`src/rtl/writeback_stage_pkg.sv`:
```
// Shared encodings for the writeback stage: FSM state codes and register file codes.
// ZERO/ONE are hard-wired constant registers that must never be written.
`timescale 1ns/1ps
package writeback_stage_pkg;

  localparam int DATA_W = 16;
  localparam int REG_W  = 4;

  typedef enum logic [0:0] {
    WB_IDLE = 1'b0,
    WB_WAIT = 1'b1
  } wb_state_e;

  localparam logic [REG_W-1:0] REG_ZERO = 4'd0;
  localparam logic [REG_W-1:0] REG_ONE  = 4'd1;
  localparam logic [REG_W-1:0] REG_R0   = 4'd2;
  localparam logic [REG_W-1:0] REG_R1   = 4'd3;
  localparam logic [REG_W-1:0] REG_R2   = 4'd4;
  localparam logic [REG_W-1:0] REG_R3   = 4'd5;

  function automatic logic is_const_reg(input logic [REG_W-1:0] code);
    return (code == REG_ZERO) || (code == REG_ONE);
  endfunction

endpackage

```
`src/rtl/writeback_stage.sv`:
```
// Final pipeline stage: commits ALU or load results to the register file, stalls on
// pending loads with a timeout, and republishes the previous commit as an ID bypass.
`timescale 1ns/1ps
module writeback_stage
  import writeback_stage_pkg::*;
#(
  parameter int MEM_TIMEOUT = 16,
  parameter int CNT_W       = 16
) (
  input  logic              clk,
  input  logic              rst,
  input  logic              valid_in,
  input  logic              regwrite_in,
  input  logic              memread_in,
  input  logic [REG_W-1:0]  write_reg_in,
  input  logic [DATA_W-1:0] alu_result_in,
  input  logic [DATA_W-1:0] mem_data_in,
  input  logic              mem_ready_in,
  output logic              stall_out,
  output logic              setwrite_out,
  output logic [REG_W-1:0]  sel_regwrite_out,
  output logic [DATA_W-1:0] data_out,
  output logic              fwd_valid_out,
  output logic [REG_W-1:0]  fwd_reg_out,
  output logic [DATA_W-1:0] fwd_data_out,
  output logic              err_out,
  output logic [CNT_W-1:0]  commit_count_out
);

  localparam int TO_W = $clog2(MEM_TIMEOUT + 1);
  localparam logic [TO_W-1:0] TO_LAST = TO_W'(MEM_TIMEOUT - 1);

  wb_state_e         state_q, state_d;
  logic [TO_W-1:0]   to_cnt_q, to_cnt_d;
  logic [REG_W-1:0]  dest_q, dest_d;
  logic              stall_q, stall_d;
  logic              setwrite_q, setwrite_d;
  logic [REG_W-1:0]  sel_q, sel_d;
  logic [DATA_W-1:0] data_q, data_d;
  logic              fwd_valid_q, fwd_valid_d;
  logic [REG_W-1:0]  fwd_reg_q, fwd_reg_d;
  logic [DATA_W-1:0] fwd_data_q, fwd_data_d;
  logic              err_q, err_d;
  logic [CNT_W-1:0]  commit_q, commit_d;

  logic              wr_req;
  logic [REG_W-1:0]  wr_reg;
  logic [DATA_W-1:0] wr_data;

  always_comb begin
    state_d     = state_q;
    to_cnt_d    = to_cnt_q;
    dest_d      = dest_q;
    err_d       = 1'b0;
    wr_req      = 1'b0;
    wr_reg      = write_reg_in;
    wr_data     = alu_result_in;
    // Bypass is a one-cycle delayed copy of the write port, commit or not.
    fwd_valid_d = setwrite_q;
    fwd_reg_d   = sel_q;
    fwd_data_d  = data_q;

    unique case (state_q)
      WB_IDLE: begin
        if (valid_in && regwrite_in) begin
          if (memread_in) begin
            state_d  = WB_WAIT;
            dest_d   = write_reg_in;
            to_cnt_d = '0;
          end else begin
            wr_req = 1'b1;
          end
        end
      end
      WB_WAIT: begin
        // Ready on the final cycle beats the timeout.
        if (mem_ready_in) begin
          state_d = WB_IDLE;
          wr_req  = 1'b1;
          wr_reg  = dest_q;
          wr_data = mem_data_in;
        end else if (to_cnt_q == TO_LAST) begin
          state_d = WB_IDLE;
          err_d   = 1'b1;
        end else begin
          to_cnt_d = to_cnt_q + TO_W'(1);
        end
      end
      default: state_d = WB_IDLE;
    endcase

    setwrite_d = 1'b0;
    sel_d      = sel_q;
    data_d     = data_q;
    commit_d   = commit_q;
    if (wr_req && !is_const_reg(wr_reg)) begin
      setwrite_d = 1'b1;
      sel_d      = wr_reg;
      data_d     = wr_data;
      commit_d   = commit_q + CNT_W'(1);
    end

    stall_d = (state_d == WB_WAIT);
  end

  always_ff @(posedge clk) begin
    if (rst) begin
      state_q     <= WB_IDLE;
      to_cnt_q    <= '0;
      dest_q      <= '0;
      stall_q     <= 1'b0;
      setwrite_q  <= 1'b0;
      sel_q       <= '0;
      data_q      <= '0;
      fwd_valid_q <= 1'b0;
      fwd_reg_q   <= '0;
      fwd_data_q  <= '0;
      err_q       <= 1'b0;
      commit_q    <= '0;
    end else begin
      state_q     <= state_d;
      to_cnt_q    <= to_cnt_d;
      dest_q      <= dest_d;
      stall_q     <= stall_d;
      setwrite_q  <= setwrite_d;
      sel_q       <= sel_d;
      data_q      <= data_d;
      fwd_valid_q <= fwd_valid_d;
      fwd_reg_q   <= fwd_reg_d;
      fwd_data_q  <= fwd_data_d;
      err_q       <= err_d;
      commit_q    <= commit_d;
    end
  end

  assign stall_out        = stall_q;
  assign setwrite_out     = setwrite_q;
  assign sel_regwrite_out = sel_q;
  assign data_out         = data_q;
  assign fwd_valid_out    = fwd_valid_q;
  assign fwd_reg_out      = fwd_reg_q;
  assign fwd_data_out     = fwd_data_q;
  assign err_out          = err_q;
  assign commit_count_out = commit_q;

endmodule

```
`config.mk`:
```
export PLATFORM = sky130hd
export DESIGN_NAME = writeback_stage
export DESIGN_NICKNAME = d
export VERILOG_FILES = /design/src/rtl/writeback_stage_pkg.sv /design/src/rtl/writeback_stage.sv
export SDC_FILE = /design/constraint.sdc
export NUM_CORES = 1
export LEC_CHECK = 0
export CORE_MARGIN = 2
export CORE_UTILIZATION = 40
export CTS_CLUSTER_DIAMETER = 100
export CTS_CLUSTER_SIZE = 30
export DETAILED_ROUTE_END_ITERATION = 12
export PLACE_DENSITY_LB_ADDON = 0.2
export SLEW_MARGIN = 10
export SYNTH_ARGS = -nofsm -noshare
export SYNTH_HDL_FRONTEND = slang
export SYNTH_SLANG_ARGS = --single-unit
```
`constraint.sdc`:
```
create_clock -name clk -period 2.42 [get_ports clk]
set_input_delay 0.726 -clock clk [delete_from_list [all_inputs] [get_ports clk]]
set_output_delay 0.726 -clock clk [all_outputs]
set_load 0.05 [all_outputs]
```
Word-level counts from Yosys, hierarchy flattened
Cells that the tools add are included.
{ "classes": {"bitwise": 1, "muxes": 20, "eq_ne": 6, "n_reduce_logical": 8, "add_sub_neg": 2} }
{ "op_table": {"columns": ["operator", "n"], "rows": [
  ["$mux W16", 2],
  ["$mux W5", 4],
  ["$add A16 B1 Y16 const B", 1],
  ["$pmux W5 S2", 1],
  ["$mux W1", 9],
  ["$mux W4", 2],
  ["$ne A2 B2 Y1 const B", 4],
  ["$add A5 B1 Y5 const B", 1],
  ["$eq A5 B4 Y1 const B", 1],
  ["$eq A4 B1 Y1 const B", 1],
  ["$logic_not A4 Y1", 1],
  ["$pmux W1 S2", 2],
  ["$reduce_and A4 Y1", 1],
  ["$reduce_and A3 Y1", 1],
  ["$reduce_or A3 Y1", 1],
  ["$logic_and A1 B1 Y1", 2],
  ["$logic_not A1 Y1", 1],
  ["$logic_or A1 B1 Y1", 1],
  ["$not A1 Y1", 1]
]} }
{ "totals": {"elab_cells": 48, "input_bits": 42, "ff_bits": 69, "out_inout_bits": 60} }

Logic depth before layout (Yosys ltp)
{ "logic_depth": {"word_depth": 7, "depth_mapped": 7, "depth_no_buf": 7} }

Worst setup path before layout
No wires, ideal clock.
{ "synth_timing": {"path_type": "input to register", "startpoint": "input port mem_ready_in", "endpoint": "register commit_q[9], in the netlist commit_count_out[9]", "path_slack_ps": 292, "path_buffers": 2, "required_ps": 2297, "setup_ps": 123, "t_arrival_ps": 2005, "path_stages": 6, "cell_sequence": "and2_4 -> buf_6 -> o221a_4 -> buf_6 -> nor4b_1 -> mux2_1"} }
{ "synth_between": {"elab_chain_cells": 6, "word_cells_on_any_way": 9, "cone_classes": "eq/ne (1); mux (4); reduce/logical (4)"} }
{ "synth_rtl": {"columns": ["item", "line", "source"], "rows": [
  ["start, declared", "writeback_stage.sv:18", "input logic mem_ready_in,"],
  ["$mux W4", "writeback_stage.sv:77", "if (mem_ready_in) begin"],
  ["$mux W4", "writeback_stage.sv:63", "unique case (state_q)"],
  ["$eq A4 B1 Y1 or $logic_not A4 Y1 (tied branches)", "writeback_stage_pkg.sv:22", "return (code == REG_ZERO) || (code == REG_ONE);"],
  ["$logic_or A1 B1 Y1", "writeback_stage_pkg.sv:22", null],
  ["$logic_not A1 Y1", "writeback_stage.sv:96", "if (wr_req && !is_const_reg(wr_reg)) begin"],
  ["$logic_and A1 B1 Y1 *", "writeback_stage.sv:96", null],
  ["end signal, assigned", "writeback_stage.sv:132", "commit_q <= commit_d;"],
  ["end, declared", "writeback_stage.sv:44", "logic [CNT_W-1:0] commit_q, commit_d;"]
]} }
Mark *: on every way between the ends. The rest lies on a longest branch, timed or not.
A chain may end at the register's enable or synchronous reset.

Final worst setup path
{ "layout_timing": {"startpoint": "register commit_q[3], in the netlist commit_count_out[3]", "endpoint": "output port commit_count_out[3]"} }
{ "layout_lines": {"columns": ["item", "line", "source"], "rows": [
  ["end, declared", "writeback_stage.sv:27", "output logic [CNT_W-1:0] commit_count_out"]
]} }
No word-level cell between the ends.

==> results_dict.tcl <==
set metrics [dict create \
    design_area_mm2 0.00422 \
    setup_ws_ps 64.4 \
    netSwitchingFraction 0.256 \
    p_total_w 0.00268 \
    fp.dieH_um 87.2 \
    clock-root-buffer "clkbuf_8" \
    place_ws_ps -403 \
    synth_top_family_by_area "simple AND/OR/NAND/NOR gates" \
    crit_start "commit_count_out[3]$_SDFFE_PP0P_" \
    rows 30 \
    worst_setup_path_start_kind "register" \
    dp_hpwl_um 4800 \
    yosysMostFrequentCell "dfxtp_1" \
    synth_common_cells "dfxtp_1 (69), nor2b_1 (25), mux2i_1 (22), a21oi_1 (17), a2bb2oi_1 (16)" \
    synth_warnings 0 \
    synth_top_area_frac 0.499 \
    grt_start_max_net_pins 35 \
    drt_first_pass_iters 4 \
    synth_seq_cells 69 \
    grt_antenna_before_repair 0 \
    synth_adder_area_share 0.0136 \
    drv_slew 0 \
    min_period_over_period 0.973 \
    area_growth_pct 52.6 \
    drcViolationCount 0 \
    drv_cap 0 \
    wire_per_inst_um 14.9 \
    cp_top_family "buffers and inverters" \
    worstPathArrival_ps 1630 \
    crit_buf_inv 1 \
    max_freq_ghz 0.425 \
    tightest_slew_ps 541 \
    synth_compound_area_frac 0.169 \
    clk_latency_ps 340 \
    die_x_um 87.2 \
    dpl.cell_count 451 \
    rsz0062_at_grt "no" \
    synth_cell_types 44 \
    clockBufferDepth 2 \
    power.density_mw_per_mm2 635 \
    criticalPathCategory "register to output pin" \
    drive_gt1_frac 0.130 \
    synth-main-ff-cell "dfxtp_1" \
    async_reset_ff_frac 0 \
    fill_cells 582 \
    p_clk_frac 0.395 \
    final_antenna_net_count 0 \
    relSlewSlack 0.638 \
    yosysSeqAreaShare 0.499 \
    path_cells "clkdlybuf4s50_1" \
    power_frac_comb 0.159 \
    synth.area.mux_share 0.0877 \
    grt_usage 0.179 \
    initial_core_util 0.409 \
    grt_pass1_wl_um 10500 \
    place_congestion 0.780 \
    worstPathMaxFanout 8 \
    grt_pass1_vias 2223 \
    synth_fp_nets 312 \
    min_from "setwrite_out$_SDFF_PP0_" \
    antenna_cells 0 \
    htree_levels 3 \
    peakVddDrop_mv 0.308 \
    crit-reg2reg-launch "stall_out$_SDFF_PP0_" \
    hold_viol 0 \
    p_sw_w 0.000687 \
    synthSimpleGateAreaFrac 0.188 \
    synth_edf_count 0 \
    vias_per_cell 5.24 \
    coreArea_mm2 0.00676 \
    via_count 2467 \
    pin_count 102 \
    cts_made_buffers 9 \
    p_seq_frac 0.446 \
    finish.cell_count_without_fillers 471 \
    cts_tree "done" \
    fin_skew_ps 6.46 \
    synthTopCellsByArea "dfxtp_1 (50%), mux2i_1 (8.0%), nor2b_1 (5.7%)" \
    setup_viol 0 \
    slowest_delay_ps 840 \
    placed_cell_area_mm2 0.00394 \
    p_int_w 0.00199 \
    clock_sinks 69 \
    grt-ovfl-total 0 \
    status "finished clean" \
    nets 431 \
    die_area_mm2 0.00760 \
    postSynthCellCount 267 \
    mappedNetlistArea_mm2 0.00277 \
    critPathSlowestCell "clkdlybuf4s50_1" \
    cts.clk_slew.worst_paths_ps 70 \
    p_leak_nw 1.58 \
    required_ps 1690 \
    crit_path_end_kind "output pin" \
    drt-initial-drc-count 102 \
    synth_xor_area_frac 0 \
    wl_um 7000 \
    min_path_type "register to register" \
    fin_crit_ps 2360 \
    avgSynthCellArea_um2 10.4 \
    io_buffer_count 101 \
    synth_top_area_cell "dfxtp_1" \
    holdWs_ps 473 \
]
==> sequential cells by signal (all words and copies together), names as in the netlist <==
register and count:
commit_count_out 16, data_out 16, fwd_data_out 16, to_cnt_q 5
dest_q 4, fwd_reg_out 4, sel_regwrite_out 4, err_out 1
fwd_valid_out 1, setwrite_out 1, stall_out 1
==> path summary, 6_finish.rpt <==
check	end	slack, ps	cells after the start
worst max-delay path	commit_count_out[3]	60	1
worst min-delay path	fwd_valid_out$_SDFF_PP0_	470	1
worst max register to register	commit_count_out[10]$_SDFFE_PP0P_	440	5
worst min register to register	fwd_valid_out$_SDFF_PP0_	470	1
==> area by class of cell <==
class                           instances  area (um^2)  share of cell area
Inverter                                5         18.8             0.00444
Tap cell                               80          100              0.0237
Multi-Input combinational cell        176         1300               0.308
Timing Repair Buffer                  125         1200               0.284
Clock buffer                           12          155              0.0367
Clock inverter                          4         70.1              0.0166
Sequential cell                        69         1380               0.327
==> cell usage in the layout, fill, tap and decap left out, types with 3 or more instances in the layout <==
| cell type | count |
|---|---|
| a21oi_1 | 17 |
| a2bb2oi_1 | 16 |
| buf_4 | 24 |
| clkbuf_8 | 11 |
| clkdlybuf4s50_1 | 98 |
| dfxtp_1 | 69 |
| ha_1 | 3 |
| inv_1 | 5 |
| mux2i_1 | 22 |
| nand2_1 | 6 |
| nand3_1 | 5 |
| nand4_1 | 4 |
| nor2_1 | 13 |
| nor2b_1 | 25 |
| o21ai_0 | 10 |
| o31ai_1 | 10 |
| or4_1 | 10 |
==> through the flow <==
stage	TNS, ps	util
5_1_grt	0	0.625
6_report	0	0.625
3_5_place_dp	-10420	0.583
2_1_floorplan	0	-
3_3_place_gp	-8940	0.583
4_1_cts	0	0.620
==> what timing repair did <==
| item | CTS | global route |
|---|---|---|
| gates resized for setup | 0 | 4 |
| pin swaps | 1 | 1 |
| cloned | 0 | 1 |
| hold buffers | 0 | 0 |
| buffers inserted | 3 | 0 |
| setup endpoints to repair | 16 | 25 |
==> power by group through the flow <==
stage,Combinational (W),Sequential [W],Clock [W]
3_3_place_gp,0.000416,0.00122,0
5_1_grt,0.000448,0.00120,0.00113
3_5_place_dp,0.000420,0.00122,0
2_1_floorplan,0.000103,0.00136,0
4_1_cts,0.000423,0.00120,0.00108
6_report,0.000426,0.00120,0.00106
==> per-layer routing <==
metal  up-vias  track usage  routed length (um)
li1       1236            -                   -
met1      1151        0.223                3190
met2        71        0.282                3340
met3         9       0.0540                 370
met4         0       0.0853                 106
met5         -            0                   0
==> cell families after synthesis <==
kind of cell,after synthesis
AO/OA/AOI/OAI,66
adder cells (fa/ha/maj),3
buffers and inverters,23
flip-flops,69
multiplexers,24
AND/OR/NAND/NOR,82
==> worst register-to-register path, cell delays in order (launching register included) <==
cell	delay, ps
dfxtp_1	560
and2_4	270
o211ai_1	240
buf_4	230
or4_1	460
a21oi_1	150
Note: power is estimated with default switching activity, not from simulation.
